## src/rtl/branch_fetch_ctrl_pkg.sv

```systemverilog
// Shared constants and FSM encoding for the fetch-side
// branch/jump redirect and hazard-stall control.
package branch_fetch_ctrl_pkg;

  localparam logic [31:0] DEFAULT_RESET_PC  = 32'h0000_3000;
  localparam logic [31:0] DEFAULT_NOP_INSTR = 32'h0000_0000;

  typedef enum logic {
    RUN   = 1'b0,
    WAIT1 = 1'b1
  } state_t;

endpackage

```

## src/rtl/branch_hazard_detect.sv

```systemverilog
// Combinational detection of RAW hazards on the operands
// a branch or jump consumes while resolving in ID.
module branch_hazard_detect
  import branch_fetch_ctrl_pkg::*;
(
  input  logic       IsBranch,
  input  logic       Jump,
  input  logic [4:0] IdRs,
  input  logic [4:0] IdRt,
  input  logic       ExRegWrite,
  input  logic       ExMemRead,
  input  logic [4:0] ExDst,
  input  logic       MemMemRead,
  input  logic [4:0] MemDst,
  output logic       haz_ex2,
  output logic       haz_ex1,
  output logic       haz_mem
);

  logic active;
  logic ex_hit;
  logic mem_hit;

  assign active = IsBranch | Jump;

  // rt only matters for beq/bne; $0 never creates a dependency
  assign ex_hit = active & (ExDst != 5'd0) &
                  ((IdRs == ExDst) |
                   (IsBranch & (IdRt == ExDst)));

  assign mem_hit = active & (MemDst != 5'd0) &
                   ((IdRs == MemDst) |
                    (IsBranch & (IdRt == MemDst)));

  assign haz_ex2 = ExMemRead & ex_hit;
  assign haz_ex1 = ExRegWrite & ~ExMemRead & ex_hit;
  assign haz_mem = MemMemRead & mem_hit;

endmodule

```

## src/rtl/branch_fetch_ctrl.sv

```systemverilog
// PC and IF/ID register owner: advances, redirects on
// taken branch/jump, or stalls on operand hazards.
module branch_fetch_ctrl
  import branch_fetch_ctrl_pkg::*;
#(
  parameter logic [31:0] RESET_PC  = DEFAULT_RESET_PC,
  parameter logic [31:0] NOP_INSTR = DEFAULT_NOP_INSTR
) (
  input  logic        clk,
  input  logic        rst_n,
  input  logic [31:0] InstrIn,
  input  logic        Branch,
  input  logic        IsBranch,
  input  logic [31:0] BranchTarget,
  input  logic        Jump,
  input  logic [31:0] JumpTarget,
  input  logic [4:0]  IdRs,
  input  logic [4:0]  IdRt,
  input  logic        ExRegWrite,
  input  logic        ExMemRead,
  input  logic [4:0]  ExDst,
  input  logic        MemMemRead,
  input  logic [4:0]  MemDst,
  output logic [31:0] PC,
  output logic [31:0] IfIdPc4,
  output logic [31:0] IfIdInstr,
  output logic        Stall,
  output logic        IdExBubble
);

  state_t      state;
  logic        haz_ex2;
  logic        haz_ex1;
  logic        haz_mem;
  logic [31:0] pc4;

  branch_hazard_detect u_haz (
    .IsBranch   (IsBranch),
    .Jump       (Jump),
    .IdRs       (IdRs),
    .IdRt       (IdRt),
    .ExRegWrite (ExRegWrite),
    .ExMemRead  (ExMemRead),
    .ExDst      (ExDst),
    .MemMemRead (MemMemRead),
    .MemDst     (MemDst),
    .haz_ex2    (haz_ex2),
    .haz_ex1    (haz_ex1),
    .haz_mem    (haz_mem)
  );

  assign pc4        = PC + 32'd4;
  assign Stall      = haz_ex2 | haz_ex1 | haz_mem |
                      (state == WAIT1);
  assign IdExBubble = Stall;

  always_ff @(posedge clk or negedge rst_n) begin
    if (!rst_n) begin
      state <= RUN;
    end else begin
      case (state)
        RUN:     state <= haz_ex2 ? WAIT1 : RUN;
        WAIT1:   state <= RUN;
        default: state <= RUN;
      endcase
    end
  end

  // Redirects squash the sequential fetch: no delay slot
  always_ff @(posedge clk or negedge rst_n) begin
    if (!rst_n) begin
      PC        <= RESET_PC;
      IfIdPc4   <= 32'd0;
      IfIdInstr <= NOP_INSTR;
    end else if (!Stall) begin
      IfIdPc4 <= pc4;
      if (Jump) begin
        PC        <= JumpTarget;
        IfIdInstr <= NOP_INSTR;
      end else if (IsBranch && Branch) begin
        PC        <= BranchTarget;
        IfIdInstr <= NOP_INSTR;
      end else begin
        PC        <= pc4;
        IfIdInstr <= InstrIn;
      end
    end
  end

endmodule
```

## config.mk

```make
export PLATFORM = sky130hd
export DESIGN_NAME = branch_fetch_ctrl
export DESIGN_NICKNAME = d
export VERILOG_FILES = /design/src/rtl/branch_fetch_ctrl_pkg.sv /design/src/rtl/branch_hazard_detect.sv /design/src/rtl/branch_fetch_ctrl.sv
export SDC_FILE = /design/constraint.sdc
export NUM_CORES = 1
export LEC_CHECK = 0
export CAP_MARGIN = 25
export CORE_ASPECT_RATIO = 0.9
export CORE_MARGIN = 5
export CORE_UTILIZATION = 40
export CTS_CLUSTER_DIAMETER = 50
export DETAILED_ROUTE_END_ITERATION = 16
export PLACE_DENSITY = 0.76
export SLEW_MARGIN = 5
export SYNTH_ARGS = -nofsm -noshare
export SYNTH_HDL_FRONTEND = slang
export SYNTH_SLANG_ARGS = --single-unit
```

## constraint.sdc

```tcl
create_clock -name clk -period 5.05 [get_ports clk]
set_input_delay 1.2625 -clock clk [delete_from_list [all_inputs] [get_ports clk]]
set_output_delay 1.2625 -clock clk [all_outputs]
set_load 0.01 [all_outputs]
```

# Yosys cells after proc, flatten, opt, wreduce, memory -nomap -nowiden

Cells that the tools add are included.

Bits in registers: 97
Latch bits: 0
RAM bits: 0
Bits in read-only memories: 0
Input bits: 124
Output and inout bits: 98
Word-level logic and storage cells: 36
Memories kept: 0

Add/subtract/negate cells: 1
Multiply operators: 0
Divide/modulo/power cells: 0
Order comparisons: 0
Equality and inequality tests: 4
Shift operators: 0
Mux-type cells: 6
Bitwise gates (word level): 18
Reductions and logical operators: 3

Operators with widths:

| cell                                                             | count |
|---|---|
| 32-bit 2-to-1 mux                                                | 4 |
| 32-bit by 3-bit adder with 32-bit output (second input constant) | 1 |
| 5-bit == test                                                    | 4 |
| 1-bit bitwise AND                                                | 10 |
| 5-bit nonzero test                                               | 2 |
| 1-bit OR                                                         | 6 |
| 1-bit inverter                                                   | 2 |
| 1-bit case mux with 2 select lines                               | 1 |
| 1-bit logical AND                                                | 1 |
| 1-bit 2-to-1 mux                                                 | 1 |

# Depth between registers and ports, before layout

Depth after elaboration: 8
Depth in mapped cells: 10
Depth with buffers taken out: 7

# By module

Synthesis repeated with hierarchy kept, for this count alone.

Cell total of the unflattened synthesis: 568
Area total of the unflattened synthesis: 5208.7 um^2

Modules (own cells, without submodules):

| module               | instances | cells an instance | area an instance (um^2) | seq. area each (um^2) |
|---|---|---|---|---|
| branch_fetch_ctrl    | 1         | 532               | 4931.0                  | 2429.8 |
| branch_hazard_detect | 1         | 36                | 277.8                   | 0.0 |

# Least setup slack after synthesis

Ideal clock, no wire load.

Path kind: input to output
Start point: in ExDst[0]
End point: out Stall
Arrival: 2750 ps
Slack: 1037 ps
Stages on the path: 8
Path buffers: 3
Cells stage by stage: or4_1 o22a_1 o21ai_2 o221a_4 inv_2 buf_6 buf_2 buf_4

Word-level cells in the longest chain between the ends: 8
Elaborated cells on any way between the ends: 12
Those cells by class: 2 x eq/ne; 9 x bitwise; 1 x reduce/logical

Ends and longest elaborated chain:

| element                                     | line                                                   | RTL |
|---|---|---|
| from (decl)                                 | branch_fetch_ctrl.sv:21                                | `input logic [4:0] ExDst,` |
| 5-bit == test                               | branch_hazard_detect.sv:29                             | `(IsBranch & (IdRt == ExDst)));` |
| 1-bit bitwise AND                           | branch_hazard_detect.sv:29                             |  |
| 1-bit OR                                    | branch_hazard_detect.sv:28                             | `((IdRs == ExDst) \|` |
| 1-bit bitwise AND *                         | branch_hazard_detect.sv:27                             | `assign ex_hit = active & (ExDst != 5'd0) &` |
| 1-bit bitwise AND, on equally long branches | branch_hazard_detect.sv:35, branch_hazard_detect.sv:36 |  |
| 1-bit OR * (3 in series)                    | branch_fetch_ctrl.sv:53                                | `assign Stall = haz_ex2 \| haz_ex1 \| haz_mem \|` |
| to (decl)                                   | branch_fetch_ctrl.sv:27                                | `output logic Stall,` |

Every way passes the cells marked *; elsewhere a longest branch is shown, timed or not.

# Worst setup path after layout

Start point: in ExDst[1]
End point: out Stall

Same word-level chain as after synthesis.

==> impl_metrics.toml <==
[logic_synthesis]
ys_types = 52
synth_simple_gate_area_share_pct = 24.2
fraction_of_synthesized_area_in_multiplexers_pct = 0
syn-mean-instance-area_um2 = 8.55
post_synth_xor_area_fraction_pct = 8.09
synth-main-ff-cell = "sky130_fd_sc_hd__dfrtp_1"
synthAdderAreaFrac_pct = 0.241
post_syn_nets = 733
synth_top_cell_by_area = "sky130_fd_sc_hd__dfrtp_1"
ys_ff_latch = 97
asyncSetResetFlopFracSynth_pct = 100
syn-instance-count = 608
post_synth_main_area_contributors = "sky130_fd_sc_hd__dfrtp_1, sky130_fd_sc_hd__nand2_1, sky130_fd_sc_hd__nand3_1, sky130_fd_sc_hd__xor2_1, sky130_fd_sc_hd__o21ai_0"
synth_top_area_share_pct = 45.7
netlist_area_um2 = 5200
yosys.cell_count.top_type = "sky130_fd_sc_hd__nand2_1"
synth_top_cells_by_count = "sky130_fd_sc_hd__nand2_1, sky130_fd_sc_hd__dfrtp_1, sky130_fd_sc_hd__nand3_1"
ys_seq_area_share_pct = 46.7
synth-warning-count = 0
synth-edff-count = 0
synth-compound-area-share_pct = 16.3
synth_top_family_by_area = "simple AND/OR/NAND/NOR gates"

[grt]
vias_in_the_first_global_route = 5448
grt_first_pass_wirelength_um = 27900
grt_overflow_total = 0
grt.total_usage_pct = 22.4
grt_start_max_net_pins = 78
grt_antenna_before_repair = 0

[clock_tree]
clk-insertion-delay-late_ns = 0.35
post_cts.resized_instances = 0
cts_num_sinks = 97
post-cts-setup-buffer-count = 0
cts_tree = "done"
clk_path_buf_depth = 2
cts-root-buf = "sky130_fd_sc_hd__clkbuf_16"
cts.reportedPaths.clkPinSlew_ns = 0.07
cts_made_buffers = 9
ctsHoldBuffers = 0
total_number_of_h_tree_levels = 3

[worst_setup_path]
crit_arrival_ns = 3.47
path_max_fanout = 7
worst_path_largest_cell_delay_ns = 0.55
start_kind = "primary input"
cp_cell_sequence = "clkdlybuf4s50_1, xor2_1, nor4_1, a32oi_1, o221a_4, inv_4, clkdlybuf4s50_1"
critPathKind = "in -> out"
cp_data_required_time_ns = 3.79
cp_slowest_cell = "sky130_fd_sc_hd__clkdlybuf4s50_1"
crit_path_frequent_cell = "sky130_fd_sc_hd__clkdlybuf4s50_1"
worst_setup_path_end_kind = "output pin"

[drt]
drt-initial-drc-count = 336
detail_route.wl_per_cell_um = 17.5
route.antenna.remaining_nets = 0
routed_wl_um = 17100
drt_first_pass_iters = 5
drcViolationCount = 0
vias_per_cell = 5.40
vias = 5267

[sta]
grt_setup_unrepaired = "false"
total_negative_slack_ns = 0
timing.final.setup_violations = 0
max_clock_freq_mhz = 211
final-max-slew-violation-count = 0
finalCriticalPeriod_ns = 4.73
report.final.hold_viol_count = 0
finClkSkew_ns = 0.00672
worst_slew_margin_rel_pct = 43.7
min_period_over_period_pct = 93.7
worstMarginPinSlew_ns = 0.844

[place]
gp_congestion = 0.910
post_place_instance_area_um2 = 7500
dp_hpwl_um = 12700
port_buffers = 221

[layout]
antenna_cells_inserted = 0
final-seq-area_um2 = 2430
finish.net_count = 932
final_layout_size_suffix_gt1_share_pct = 4.80
fill_cells = 1099
areaGrowthSynthToFinish_pct = 50.6
area_taken_by_multi_input_logic_gates_um2 = 2550
total_non_filler_cell_area_in_the_finished_layout_um2 = 7830

[die]
rows = 39
die_width_um = 130
die_height_um = 118
floorplan.initialDensity_pct = 40.8
die_area_um2 = 15400
core_um2 = 12700
ioPinCount = 222

[power]
power_density_nw_per_um2 = 315
power.ir.vdd_worst_uv = 163
cellLeakagePower_nw = 3.24

[flow_run]
max_capacitance_violation_count = 0

[run_status]
outcome = "finished, final reports clean"

[hold_path]
worst_hold_path_type = "reg -> reg"
logic make-up (layout without fill, tap and decap cells):
kind of cell	Yosys count	in the layout
AO/OA/AOI/OAI	138	138
XOR/XNOR	48	48
adder cells (fa/ha/maj)	1	1
buffers and inverters	51	255
flip-flops	97	97
AND/OR/NAND/NOR	273	273
cell type report:
class	instances	area share, %
clock buffers	10	3.05
inverters	10	0.511
clock inverters	6	1.15
repair buffers	229	29.1
flip-flops and latches	97	31.0
well taps	164	2.62
multi-input cells	460	32.5
critical path, delay by kind of cell:
family,cells,cell delay [ns]
xor+xnor,1,0.21
compound gates,2,0.56
simple gates,1,0.29
buf+inv,3,1.16
sequential cells by signal, indices dropped and copies added, names as in the netlist:
signal and count:
IfIdPc4 32, IfIdInstr 32, state 1, PC 32
layout by cell type (no fill, tap or decap), types with 2 or more instances in the layout:
cell type	synthesis	layout
sky130_fd_sc_hd__nand2b_1	6	6
sky130_fd_sc_hd__nor4_4	2	2
sky130_fd_sc_hd__a211oi_1	14	14
sky130_fd_sc_hd__o22ai_1	2	2
sky130_fd_sc_hd__buf_4	4	8
sky130_fd_sc_hd__bufinv_16	0	2
sky130_fd_sc_hd__o2bb2ai_1	2	2
sky130_fd_sc_hd__o21ai_0	46	46
sky130_fd_sc_hd__nor3_1	11	11
sky130_fd_sc_hd__a211o_1	3	3
sky130_fd_sc_hd__o221ai_1	3	3
sky130_fd_sc_hd__and2_1	3	3
sky130_fd_sc_hd__a2bb2oi_1	3	3
sky130_fd_sc_hd__dfrtp_1	95	95
sky130_fd_sc_hd__inv_1	8	8
sky130_fd_sc_hd__o311ai_0	2	2
sky130_fd_sc_hd__nand2_1	143	143
sky130_fd_sc_hd__clkbuf_16	0	9
sky130_fd_sc_hd__a32oi_1	2	2
sky130_fd_sc_hd__nor4_1	3	3
sky130_fd_sc_hd__o22a_1	4	4
sky130_fd_sc_hd__nand4_1	3	3
sky130_fd_sc_hd__nor2_1	33	32
sky130_fd_sc_hd__a31oi_1	4	4
sky130_fd_sc_hd__clkdlybuf4s50_1	0	219
sky130_fd_sc_hd__or3_1	2	2
sky130_fd_sc_hd__and3_1	11	11
sky130_fd_sc_hd__a21oi_1	42	42
sky130_fd_sc_hd__o21ai_1	2	2
sky130_fd_sc_hd__xnor2_1	20	20
sky130_fd_sc_hd__nand3_1	49	49
sky130_fd_sc_hd__xor2_1	28	28
sky130_fd_sc_hd__dfstp_2	2	2
through the flow:
| stage | power, mW | instances | hold slack (ns) | util, % | setup WS [ns] |
|---|---|---|---|---|---|
| finish | 2.46 | 976 | 0.464 | 61.5 | 0.321 |
| global route | 2.59 | 976 | 0.488 | 61.5 | 0.248 |
| CTS | 2.49 | 976 | 0.463 | 61.5 | 0.354 |
| detailed placement | 1.73 | 960 | 0.431 | 58.9 | 0.353 |
| global placement | 1.70 | 960 | 0.427 | 58.9 | 0.390 |
| floorplan | 1.29 | 608 | 0.409 | - | 1.04 |
layer usage:
metal / wire [µm] / global-route usage [%]
met1: 7100 / 28.7
met2: 8310 / 36.5
met3: 1340 / 6.27
met4: 365 / 7.47
met5: 0 / 0
report_power, final:
| part | internal [mW] | switching, mW |
|---|---|---|
| clock network | 0.449 | 0.306 |
| registers | 0.893 | 0.115 |
| logic | 0.387 | 0.313 |
| total | 1.73 | 0.734 |
path summary, 6_finish.rpt:
| kind | startpoint | to | slack, ns | depth (start not counted) |
|---|---|---|---|---|
| setup / recovery | ExDst[1] | Stall | 0.32 | 7 |
| hold / removal | state$_DFF_PN0_ | state$_DFF_PN0_ | 0.46 | 1 |
| setup reg to reg | PC[12]$_DFFE_PN1N_ | PC[29]$_DFFE_PN0N_ | 2.64 | 6 |
| hold reg to reg | state$_DFF_PN0_ | state$_DFF_PN0_ | 0.46 | 1 |
| max in group asynchronous | rst_n | PC[30]$_DFFE_PN0N_ | 3.06 | 2 |
| min in group asynchronous | rst_n | IfIdPc4[12]$_DFFE_PN0N_ | 1.01 | 1 |
Note: power is estimated with default switching activity, not from simulation.
